## src/rtl/softmax_stream_unit.sv

```systemverilog
// softmax_stream_unit: LANES-wide base-2 fixed-point softmax with a shared sequential divider
// Ports: clk, rst (sync, active-high); in_data/in_valid/in_ready input vector stream;
//  in_mask lane enable (only with SOFTMAX_MASK_EN); out_data/out_valid/out_ready result
//  stream held until accepted; busy high whenever not idle.
// Optional feature macro: SOFTMAX_MASK_EN (per-lane masking).
module softmax_stream_unit #(
  parameter int LANES  = 8,
  parameter int DATA_W = 16,
  parameter int FRAC_W = 8,
  parameter int OUT_W  = 16
) (
  input  logic                      clk,
  input  logic                      rst,
  input  logic [LANES*DATA_W-1:0]   in_data,
`ifdef SOFTMAX_MASK_EN
  input  logic [LANES-1:0]          in_mask,
`endif
  input  logic                      in_valid,
  output logic                      in_ready,
  output logic [LANES*OUT_W-1:0]    out_data,
  output logic                      out_valid,
  input  logic                      out_ready,
  output logic                      busy
);
  localparam int LW = $clog2(LANES);
  localparam int SW = 16 + LW;
  localparam int RW = SW + 1;
  localparam int CW = $clog2(OUT_W + 2);
  localparam int XW = DATA_W + 1;
  typedef enum logic [2:0] {IDLE, MAX, EXP, SUM, NORM, OUT} state_t;
  state_t state_q, state_d;
  logic in_ready_q, busy_q, out_valid_q;
  logic [LANES*OUT_W-1:0] out_q;
  logic signed [DATA_W-1:0] x_q [LANES];
  logic signed [DATA_W-1:0] max_q, mx;
  logic [15:0] e_q [LANES];
  logic [15:0] e_d [LANES];
  logic [15:0] mant [LANES];
  logic [XW-1:0] m [LANES];
  logic [SW-1:0] s_q, s_d;
  logic [RW-1:0] r_q, diff;
  logic [OUT_W-1:0] q_q, res;
  logic [OUT_W:0] qf;
  logic ge;
  logic [LW-1:0] lane_q;
  logic [CW-1:0] cnt_q;
  logic [LANES-1:0] en;
  logic accept;
`ifdef SOFTMAX_MASK_EN
  logic [LANES-1:0] mask_q;
  assign en = mask_q;
`else
  assign en = '1;
`endif
  assign in_ready  = in_ready_q;
  assign busy      = busy_q;
  assign out_valid = out_valid_q;
  assign out_data  = out_q;
  assign accept    = state_q == IDLE && in_valid && in_ready_q;
  always_comb begin
    state_d = state_q;
    case (state_q)
      IDLE:    state_d = accept ? MAX : IDLE;
      MAX:     state_d = EXP;
      EXP:     state_d = SUM;
      SUM:     state_d = NORM;
      NORM:    state_d = (cnt_q == CW'(OUT_W + 1) && lane_q == LW'(LANES - 1)) ? OUT : NORM;
      OUT:     state_d = out_ready ? IDLE : OUT;
      default: state_d = IDLE;
    endcase
  end
  // Masked lanes never win the max; start from the most negative value.
  always_comb begin
    mx = {1'b1, {(DATA_W-1){1'b0}}};
    for (int i = 0; i < LANES; i++) mx = (en[i] && x_q[i] > mx) ? x_q[i] : mx;
  end
  // 2^-(ip+fp) ~ (1 - fp/2) >> ip in Q1.15; beyond 15 integer steps the value underflows to 0.
  always_comb begin
    s_d = '0;
    for (int i = 0; i < LANES; i++) begin
      m[i]    = XW'(max_q) - XW'(x_q[i]);
      mant[i] = 16'h8000 - (16'(m[i][FRAC_W-1:0]) << (14 - FRAC_W));
      e_d[i]  = (!en[i] || (m[i] >> FRAC_W) >= XW'(16)) ? 16'd0 : mant[i] >> (m[i] >> FRAC_W);
      s_d     = s_d + SW'(e_q[i]);
    end
  end
  // Restoring division step; e <= S so the quotient fits OUT_W+1 bits and only e==S saturates.
  always_comb begin
    ge   = r_q >= RW'(s_q);
    diff = ge ? r_q - RW'(s_q) : r_q;
    qf   = {q_q, ge};
    res  = (s_q == '0) ? '0 : qf[OUT_W] ? '1 : qf[OUT_W-1:0];
  end
  always_ff @(posedge clk) begin
    if (rst) begin
      state_q     <= IDLE;
      in_ready_q  <= 1'b1;
      busy_q      <= 1'b0;
      out_valid_q <= 1'b0;
      out_q       <= '0;
      max_q       <= '0;
      s_q         <= '0;
      r_q         <= '0;
      q_q         <= '0;
      lane_q      <= '0;
      cnt_q       <= '0;
`ifdef SOFTMAX_MASK_EN
      mask_q      <= '0;
`endif
      for (int i = 0; i < LANES; i++) begin
        x_q[i] <= '0;
        e_q[i] <= '0;
      end
    end else begin
      state_q     <= state_d;
      in_ready_q  <= state_d == IDLE;
      busy_q      <= state_d != IDLE;
      out_valid_q <= state_d == OUT;
      if (accept) begin
        for (int i = 0; i < LANES; i++) x_q[i] <= in_data[i*DATA_W +: DATA_W];
`ifdef SOFTMAX_MASK_EN
        mask_q <= in_mask;
`endif
        lane_q <= '0;
        cnt_q  <= '0;
      end
      if (state_q == MAX) max_q <= mx;
      if (state_q == EXP) for (int i = 0; i < LANES; i++) e_q[i] <= e_d[i];
      if (state_q == SUM) s_q <= s_d;
      if (state_q == NORM) begin
        if (cnt_q == '0) begin
          r_q   <= RW'(e_q[lane_q]);
          q_q   <= '0;
          cnt_q <= cnt_q + 1'b1;
        end else if (cnt_q == CW'(OUT_W + 1)) begin
          out_q[lane_q*OUT_W +: OUT_W] <= res;
          cnt_q  <= '0;
          lane_q <= lane_q + 1'b1;
        end else begin
          r_q   <= diff << 1;
          q_q   <= qf[OUT_W-1:0];
          cnt_q <= cnt_q + 1'b1;
        end
      end
    end
  end
endmodule

```

## config.mk

```make
export PLATFORM = sky130hd
export DESIGN_NAME = softmax_stream_unit
export DESIGN_NICKNAME = d
export VERILOG_FILES = /design/src/rtl/softmax_stream_unit.sv
export SDC_FILE = /design/constraint.sdc
export NUM_CORES = 2
export LEC_CHECK = 0
export ABC_AREA = 1
export ABC_CLOCK_PERIOD_IN_PS = 17900
export CAP_MARGIN = 20
export CORE_MARGIN = 2
export CORE_UTILIZATION = 49
export DETAILED_ROUTE_END_ITERATION = 12
export HOLD_SLACK_MARGIN = 0.02
export PLACE_DENSITY = 0.69
export SLEW_MARGIN = 20
export SYNTH_ARGS = -nofsm -noshare
export SYNTH_HDL_FRONTEND = slang
export SYNTH_SLANG_ARGS = --single-unit
```

## constraint.sdc

```tcl
create_clock -name clk -period 17.9 [get_ports clk]
set_input_delay 1.79 -clock clk [delete_from_list [all_inputs] [get_ports clk]]
set_output_delay 1.79 -clock clk [all_outputs]
set_load 0.005 [all_outputs]
```

After elaboration in Yosys (flattened, before gate mapping)
Memories as Yosys holds them, arrays and structs flattened. A register that Yosys moved wholly into a read port is not among the register bits. Index checks and enable logic that the tools add are counted.

Flip-flop bits (word level): 213. Memory bits (writable): 256. Input port bits: 132. Output and inout bits: 131. Logic and storage cells: 165. Memories: 2.

$add $sub $neg: 27. Magnitude comparators: 17. Equal/unequal tests: 9. Shift operators: 10. Muxes and demuxes: 61. Bitwise operators: 17. Reduce and logical (&&, ||, !) cells: 11.

Memories: e_q (words 8, bits a word 16, read ports 9, clocked after memory_dff 1, wr ports 8, line 36) `logic [15:0] e_q [LANES];`; x_q (words 8, bits a word 16, read ports 8, clocked after memory_dff 0, wr ports 8, line 34) `logic signed [DATA_W-1:0] x_q [LANES];`.

Operators with widths (number): $mux 16 (36); $sub 16x16->17 (8); $bwmux 128 (1); $shift 16x34->128 const A (1); $shiftx 16x34->128 (1); $shr 16x9->16 (8); $sub 16x14->16 const A (8); $gt 16x16->1 (7); $add 19x16->19 (4); $ge 9x5->1 const B (8); $mux 20 (2); $neg 7->34 (1); $ge 20x19->1 (1); $mux 5 (4); $add 18x16->19 (1); $logic_not 19->1 (1); $mux 19 (1); $sub 19x19->19 (1); $add 17x16->18 (1); $mux 3 (6); $pmux 3 s6 (1); $add 16x16->17 (1); $gt 16x16->1 const B (1); $or 1x1->1 (16); 16 further kinds (32).

Logic depth before layout (Yosys ltp)
An unclocked memory read counts as a cell.

Depth in word-level cells: 17. Gate-level depth with buffers: 105. Gate-level depth less buffers: 93.

Worst setup path after synthesis
Ideal clock, no wire load.

Path type: reg-to-reg. Start: memory x_q[1][15] (netlist: x_q[0][31]). End: register max_q[11]. Library setup time: 0.071 ns. Arrival time: 13.165 ns. Data required time: 17.829 ns. Path slack: 4.665 ns. Cell stages (with the launch flop): 86. Path buffers: 12. Clock period less this slack: 13.235 ns. Path through: edfxtp_1 > ha_1 > nand2_1 > inv_2 > o21ai_1 > nand2_1 > nor2_1 > nand3_2 > nand3_4 > clkbuf_1 > clkbuf_1 > nand2_1 > o21ai_0 > ha_1 > a21oi_1 > o21a_1 > o21ai_0 > a221oi_1 > (+50 left out) > buf_4 > nand3_1 > and2_1 > ha_1 > nand2_1 > inv_1 > a221oi_1 > nor2_1 > o21bai_1 > a31oi_1 > a2111oi_0 > o21ai_0 > o211ai_1 > clkbuf_1 > o21ai_0 > inv_1 > nand2_1 > a21oi_1.

RTL lines: from (decl) (line 34); to (signal assigned) (line 127) `if (state_q == MAX) max_q <= mx;`; to (decl) (line 35) `logic signed [DATA_W-1:0] max_q, mx;`.

==> out/metrics.cfg <==
[status]
outcome=complete, no violations

[setup_path]
arrival_ns=15.44
cp_max_fo=32
startpoint_type=register
max_stage_delay_ns=0.58
slowest_stage=nand3b_1
cp.required_ns=18.43
crit_path_end_kind=register
ff2ff_path_depth=73
timing.critical_path.mode_cell=nand2_1
crit_type=register to register

[pwr]
p_sw_share_pct=53.0
p_seq_share_pct=16.1
internal_power_mw=4.01
clockPowerShare_pct=12.9
p_leak_nw=19.2
p_sw_mw=4.52
power_density_nw_per_um2=207
pwr-share-comb_pct=71.0
vdd_drop_max_v=0.000291

[yosys]
async_flop_share_pct=0
synth_area_leaders=edfxtp_1 (21%), dfxtp_1 (12%), ha_1 (9.8%)
mappedNetlistNets=5339
yosysTopAreaCell=edfxtp_1
synth.avg_cell_area_um2=7.47
synthTopCellsByCount=inv_1 (861), nand2_1 (689), o21ai_0 (582)
synth_warnings=0
synth_top_cell_area_share_pct=21.3
yosys.cell_count.top_type=inv_1
netlist_area_um2=36000
synth_edf_count=256
syn_inst=4820
ys_seq_elements=469
ys_seq_area_share_pct=33.2
synth.distinct_cells=54
synth_flop_cell=edfxtp_1

[floorplanning]
die_y_um=275
initial_core_util_pct=49.4
die_area_um2=75700
num_rows=99
core_region_area_um2=72800
die_x_um=275
ios=263

[timing]
fin_setup_tns_ns=0
finalCritPeriodShare_pct=83.3
fmax_ghz=0.0671
finalMaxSlewViolations=0
finalSetupViolCount=0
relSlewSlack_pct=27.8
worstMarginPinSlew_ns=1.08
skew_ns=0.0471
finalHoldViolCount=0
final.min_clock_period_ns=14.91
grt_setup_unrepaired=false

[grt]
grt_pass1_vias=29300
grt_pass1_wl_um=159000
grt_antenna_before_repair=0
grt_usage_pct=26.6
grt_max_degree=129
grt_overflow=0

[clock_network]
cts.sinks=469
clock_path_buffers=3
clk_latency_ns=0.65
cts_tree=yes
cts_max_level=2
cts_made_buffers=52
hold_buffers=0
clk_pin_slew_ns=0.06
post_cts_resized=0
post_cts_buffers=0
cts_root_buffer=clkbuf_16

[min_path]
whs_path_depth=2
hold_class=register to register

[detailed_routing]
ant_nets=0
post_drt_wl_per_cell_um=17.0
wirelength_um=102000
dr.first_iter.drc_count=2538
drc=0
num_vias=31900
avgViaCountPerCell=5.30
firstDrtPassIters=8

[cells_and_area]
drive_above_1_share_pct=3.54
nNetsFinal=5526
design_area_um2=41300
syn_to_final_growth_pct=14.6
nFillCells=6843
utilization_pct=56.6
diodes=0

[placed_design]
dp_hpwl_um=81200
routabilityCongestion=0.931
place_area_um2=39500
io_buffers=262

[job]
cap_violations=0

[cell type report]
| type | instances | area, um^2 | area share [%] |
|---|---|---|---|
| clock buffer | 66 | 1410 | 3.43 |
| clock inverter | 32 | 355 | 0.861 |
| inverter | 880 | 3300 | 8.01 |
| multi-input combinational | 3316 | 20200 | 49.0 |
| sequential | 469 | 12000 | 29.0 |
| tap | 959 | 1200 | 2.91 |
| timing repair buffer | 288 | 2820 | 6.82 |
[worst max-delay path, delay by kind of cell, from the launching register on]
family                   cells  cell delay, ns
AO/OA/AOI/OAI               27            5.48
adder cells (fa/ha/maj)      7            2.32
buffers and inverters        4            0.54
flip-flops                   1            0.42
AND/OR/NAND/NOR             35            6.07
[placed cells by master (no fill, tap or decap), types with 20 or more instances in the layout]
cell               n
a31oi_1           38
nand2_1          686
nor3_1            44
buf_4             27
nor2_1           496
o21ai_0          582
fa_1             104
clkinv_1          20
a21oi_1          430
nand4_1           41
o21bai_1          54
or2_2             26
nand3_1          168
edfxtp_1         256
xor2_1           114
dfxtp_1          212
o211ai_1          33
o22ai_1           29
inv_1            859
clkdlybuf4s50_1  261
clkbuf_16         52
ha_1             283
[final timing paths]
path | start | endpoint | slack (ns)
max reg2reg | x_q[0][31] | max_q[6] | 2.99
min reg2reg | q_q[12] | q_q[13] | 0.47
max | x_q[0][31] | max_q[6] | 2.99
min | q_q[12] | q_q[13] | 0.47
[registers in the layout (all words and copies together) (netlist names)]
register and count:
e_q 128, out_data 128, x_q 128, r_q 20, s_q 19, max_q 16
q_q 16, cnt_q 5, lane_q 3, state_q 3, busy 1, in_ready 1
out_valid 1
[power groups by stage]
stage	logic [mW]	registers, mW	clock network (mW)
after floorplan	4.72	1.34	0
after global placement	5.88	1.39	0
after detailed placement	5.98	1.39	0
after CTS	6.01	1.37	1.12
after global routing	6.95	1.38	1.16
final	6.05	1.37	1.10
[layer usage]
layer,GRT usage [%],vias up,part of all wire (%)
li1,-,16300,-
met1,36.3,14400,45
met2,43.1,950,46
met3,2.92,187,5.3
met4,10.5,0,4.2
met5,0,-,0
[kinds of logic (layout without fill, tap and decap cells)]
logic type      after synthesis  count (layout)  synth area share [%]
fa+ha+maj                   387             387                  15.6
simple gates               1542            1542                  18.1
buf+inv                    1035            1266                  10.8
flops                       469             469                  33.2
compound gates             1244            1244                  18.8
mux                          10              10                 0.278
xor+xnor                    133             133                  3.24
[per-stage QoR]
| step | hold slack (ns) | std cells | setup WS (ns) | power [mW] |
|---|---|---|---|---|
| after global placement | 0.460 | 5912 | 3.62 | 7.27 |
| final | 0.469 | 6010 | 2.99 | 8.53 |
| after CTS | 0.474 | 6010 | 3.12 | 8.50 |
| after detailed placement | 0.465 | 5912 | 3.20 | 7.38 |
| after global routing | 0.497 | 6010 | 1.39 | 9.49 |
| after floorplan | 0.445 | 4820 | 4.66 | 6.05 |
(Power assumes the default switching activity.)
